## src/rtl/up_counter_arb_pkg.sv

```systemverilog
// up_counter_arb_pkg: shared state encoding, defaults and one-hot helper for the counter arbiter.
package up_counter_arb_pkg;
  localparam int N_REQ_DEF = 2;
  localparam int WIDTH_DEF = 4;
  typedef enum logic [1:0] {ST_IDLE = 2'd0, ST_RUN = 2'd1, ST_DONE = 2'd2} state_t;
  function automatic logic [7:0] onehot(input int idx);
    return 8'(1) << idx;
  endfunction
endpackage

```

## src/rtl/up_counter_arbiter_rr_pick.sv

```systemverilog
// rr_pick: combinational round-robin search starting at ptr and wrapping modulo N_REQ.
module rr_pick #(
  parameter int N_REQ = 2,
  parameter int PW = $clog2(N_REQ)
) (
  input  logic [N_REQ-1:0] req,
  input  logic [PW-1:0]    ptr,
  output logic             any_req,
  output logic [PW-1:0]    winner
);
  localparam logic [PW:0] N = (PW+1)'(N_REQ);
  logic [N_REQ-1:0] rot;
  logic [PW-1:0] idx;
  function automatic logic [PW-1:0] wrap(input logic [PW:0] s);
    return PW'(s >= N ? s - N : s);
  endfunction
  always_comb begin
    rot = '0;
    idx = '0;
    for (int i = 0; i < N_REQ; i++) rot[i] = req[wrap({1'b0, ptr} + (PW+1)'(i))];
    for (int i = N_REQ - 1; i >= 0; i--) if (rot[i]) idx = PW'(i);
  end
  assign any_req = |req;
  assign winner = wrap({1'b0, ptr} + {1'b0, idx});
endmodule

```

## src/rtl/up_counter_arbiter.sv

```systemverilog
// up_counter_arbiter: round-robin sharing of one interval counter among N_REQ requesters.
module up_counter_arbiter
  import up_counter_arb_pkg::*;
#(
  parameter int N_REQ = N_REQ_DEF,
  parameter int WIDTH = WIDTH_DEF
) (
  input  logic                   clk,
  input  logic                   reset,
  input  logic [N_REQ-1:0]       req,
  input  logic [N_REQ*WIDTH-1:0] len,
  output logic [N_REQ-1:0]       gnt,
  output logic [N_REQ-1:0]       done,
  output logic                   busy,
  output logic [WIDTH-1:0]       count
);
  localparam int PW = $clog2(N_REQ);
  state_t state, state_d;
  logic [N_REQ-1:0] gnt_d, done_d;
  logic busy_d, any_req;
  logic [WIDTH-1:0] count_d, cur_len, cur_len_d;
  logic [PW-1:0] owner, owner_d, ptr, ptr_d, winner, nxt;
  rr_pick #(.N_REQ(N_REQ), .PW(PW)) u_pick (.req(req), .ptr(ptr), .any_req(any_req), .winner(winner));
  assign nxt = (owner == PW'(N_REQ - 1)) ? '0 : owner + 1'b1;
  // Abort is tested before terminal count so a dropped request never sees done.
  always_comb begin
    state_d = state;
    gnt_d = gnt;
    done_d = '0;
    busy_d = busy;
    count_d = count;
    cur_len_d = cur_len;
    owner_d = owner;
    ptr_d = ptr;
    case (state)
      ST_IDLE: begin
        count_d = '0;
        if (any_req) begin
          state_d = ST_RUN;
          gnt_d = N_REQ'(onehot(int'(winner)));
          owner_d = winner;
          cur_len_d = len[int'(winner)*WIDTH +: WIDTH];
          busy_d = 1'b1;
        end
      end
      ST_RUN: begin
        if (!req[owner]) begin
          state_d = ST_IDLE;
          gnt_d = '0;
          busy_d = 1'b0;
          count_d = '0;
          ptr_d = nxt;
        end else if (count == cur_len) begin
          state_d = ST_DONE;
          gnt_d = '0;
          done_d = N_REQ'(onehot(int'(owner)));
          ptr_d = nxt;
        end else count_d = count + 1'b1;
      end
      ST_DONE: begin
        state_d = ST_IDLE;
        busy_d = 1'b0;
        count_d = '0;
      end
      default: state_d = ST_IDLE;
    endcase
  end
  always_ff @(posedge clk) begin
    if (reset) begin
      state <= ST_IDLE;
      gnt <= '0;
      done <= '0;
      busy <= 1'b0;
      count <= '0;
      cur_len <= '0;
      owner <= '0;
      ptr <= '0;
    end else begin
      state <= state_d;
      gnt <= gnt_d;
      done <= done_d;
      busy <= busy_d;
      count <= count_d;
      cur_len <= cur_len_d;
      owner <= owner_d;
      ptr <= ptr_d;
    end
  end
endmodule

```

## config.mk

```make
export PLATFORM = sky130hd
export DESIGN_NAME = up_counter_arbiter
export DESIGN_NICKNAME = d
export VERILOG_FILES = /design/src/rtl/up_counter_arb_pkg.sv /design/src/rtl/up_counter_arbiter_rr_pick.sv /design/src/rtl/up_counter_arbiter.sv
export SDC_FILE = /design/constraint.sdc
export NUM_CORES = 1
export LEC_CHECK = 0
export CAP_MARGIN = 15
export CORE_UTILIZATION = 52
export CTS_CLUSTER_DIAMETER = 120
export DETAILED_ROUTE_END_ITERATION = 10
export PLACE_DENSITY = 0.82
export REMOVE_ABC_BUFFERS = 1
export SLEW_MARGIN = 15
export SYNTH_ARGS = -nofsm -noshare
export SYNTH_HDL_FRONTEND = slang
export SYNTH_SLANG_ARGS = --single-unit
export TNS_END_PERCENT = 10
```

## constraint.sdc

```tcl
create_clock -name clk -period 4.9 [get_ports clk]
set_clock_uncertainty 0.2 [all_clocks]
set_input_delay 0.98 -clock clk [delete_from_list [all_inputs] [get_ports clk]]
set_output_delay 0.98 -clock clk [all_outputs]
set_load 0.03 [all_outputs]
```

==> flow_summary.ini <==
[place]
io_buffers = 20
dp_hpwl_um = 1585
dp_cells = 145
place_area_um2 = 1177
place_ws_ns = 1.941
gp_congestion = 0.8505

[route]
ant_nets = 0
wl_um = 2214
drt_iter0_markers = 24
viasPerCell = 6.040
routed-via-count = 900
dr.pass1.iters = 4
drc_errors = 0
routedWlPerCell_um = 14.86

[worst_setup_path]
crit_required_ns = 3.72
cp-end-kind = primary output
startpoint = count[0]
slowest_delay_ns = 0.73
cp.arrival_ns = 1.51
cp_top_family = buffers and inverters
reg2reg_from = state[0]
criticalPathCategory = reg2out
crit_path_max_fanout = 7
cp_cell_sequence = clkdlybuf4s50_1
crit_buf_inv = 1
critPathLaunchType = flip-flop
slowest_stage = clkdlybuf4s50_1

[pwr]
ir_worst_vdd_mv = 0.2629
p_leak_nw = 0.4553
power_density_nw_per_um2 = 302.5

[synthesis]
yosysMostFrequentCell = dfxtp_1
yosys.area.top_type_share_pct = 35.46
synth_top_cells_by_area = dfxtp_1 (35%), ha_1 (6.5%), mux2i_1 (6.3%)
synth_compound_area_share_pct = 19.82
synthesis.area_um2 = 959.7
synth_common_cells = dfxtp_1 (17), nor2_1 (9), mux2i_1 (6)
ys.warnings.count = 0
ys_ff_latch = 17
synth_edf_count = 0
synthArstFlopShare_pct = 0
ys_seq_area_share_pct = 35.46
synth-simple-area-share_pct = 20.73
syn_inst = 104
muxShareOfSynthArea_pct = 8.605
synth_fa_ha_area_share_pct = 7.562
yosys.area_share.xor_xnor_pct = 3.651
synth_cell_types = 37
synth.avg_cell_area_um2 = 9.228
ys.flop_type = dfxtp_1
synth_top_family_by_area = simple AND/OR/NAND/NOR gates
synth_largest_area_cell = dfxtp_1

[clock_tree]
cts_buffers = 3
cts_setup_buffers = 0
clock_path_buffers = 2
cts-resized-gates = 0
path_clk_slew_ns = 0.10
cts_tree = yes
root_buffer = clkbuf_4
clk_latency_ns = 0.29
h-tree-depth = 1
ctsHoldBuffers = 0
clock_sinks = 17

[finish]
post-route-cell-area_um2 = 1204
drive_above_1_share_pct = 8.065
fin_util_pct = 69.71
fin_nets = 142
areaGrowthSynthToFinish_pct = 25.42
layoutNonFillerInstCount = 149
antenna_cells = 0
n_fill_cell = 154

[timing]
setup_tns_ns = 0
layout_min_cycle_time_ns = 2.691
worst_slew_pin_slew_ns = 0.6591
slew_viol_final = 0
fin_crit_sh_pct = 54.92
max_freq_mhz = 371.6
finalWorstSetupSlack_ns = 2.209
rsz0062_at_grt = false
setup_viol = 0
slew_headroom_pct = 55.97
hold_viol = 0

[global_routing]
grt_start_max_net_pins = 21
antenna_found_initial = 0
grtUsageTotal_pct = 25.23
grt_pass1_wl_um = 3643
grt-ovfl-total = 0
grt_pass1_vias = 832

[hold_path]
min-delay-start = gnt[1]
hold_class = reg2reg

[die]
die_h_um = 44.96
rows = 15
die_w_um = 44.96
dieArea_um2 = 2021
boundaryPins = 21
core-area_um2 = 1727
initial_core_util_pct = 55.58

[outcome]
outcome = complete, no violations

[flow_run]
max_cap_violations = 0
==> where the power goes <==
| group | switching (W) | internal, W | leakage, nW |
|---|---|---|---|
| sequential | 0.0000113 | 0.000152 | 0.139 |
| clock | 0.0000445 | 0.0000317 | 0.0150 |
| combinational | 0.0000713 | 0.0000536 | 0.301 |
| total | 0.000127 | 0.000237 | 0.455 |
==> metal layers <==
| metal | GRT usage (%) | vias up | routed length (um) | part of all wire [%] |
|---|---|---|---|---|
| met2 | 42.32 | 35 | 1026 | 46 |
| met4 | 16.36 | 0 | 76 | 3.4 |
| met1 | 29.85 | 425 | 1026 | 46 |
| met5 | 0 | - | 0 | 0 |
| li1 | - | 431 | - | - |
| met3 | 3.600 | 9 | 86 | 3.9 |
==> per-stage QoR <==
step	total power [W]	hold WS, ns
5_1_grt	0.0003829	0.3223
3_5_place_dp	0.0002891	0.2758
2_1_floorplan	0.0002487	0.2806
4_1_cts	0.0003663	0.2963
3_3_place_gp	0.0002858	0.2772
6_report	0.0003641	0.2903
==> cells by family after synthesis <==
group	Yosys count
and+or+nand+nor	35
DFF	17
buffers and inverters	10
xor gates and xnor gates	4
AOI/OAI and AO/OA	24
adders and majority gates	6
muxes	8
==> path summary, 6_finish.rpt <==
kind         endpoint  slack, ns  depth (start not counted)
max          count[0]       2.21                          1
min            gnt[1]       0.29                          1
max reg2reg    gnt[0]       2.64                          5
min reg2reg    gnt[1]       0.29                          1
==> flip-flops by register name (all words and copies together), names as in the netlist <==
name	cells
busy	1
count	4
cur_len	4
done	2
gnt	2
owner	1
ptr	1
state	2
==> final cells by class <==
cell class | instances | area [um2] | share of cell area, %
timing repair buffer | 21 | 207.7 | 17.26
clock buffer | 4 | 26.28 | 2.183
inverter | 5 | 18.77 | 1.559
tap | 25 | 31.28 | 2.599
multi-input combinational | 77 | 579.3 | 48.13
sequential | 17 | 340.3 | 28.27
==> layout by cell type, fill, tap and decap left out, types with 2 or more instances in the layout <==
master	Yosys	layout
clkdlybuf4s50_1	0	20
dfxtp_1	17	17
nor2_1	9	9
mux2i_1	6	6
inv_1	5	5
a211oi_1	5	5
nor3_1	5	5
ha_1	5	5
nand2_1	4	4
xor2_1	4	4
a21oi_1	4	4
nand3_1	4	4
nor4b_1	3	3
o21ai_0	3	3
clkbuf_4	0	3
a32oi_1	2	2
mux2_2	2	2
nor2b_1	2	2
Power figures use the tool's default switching activity.
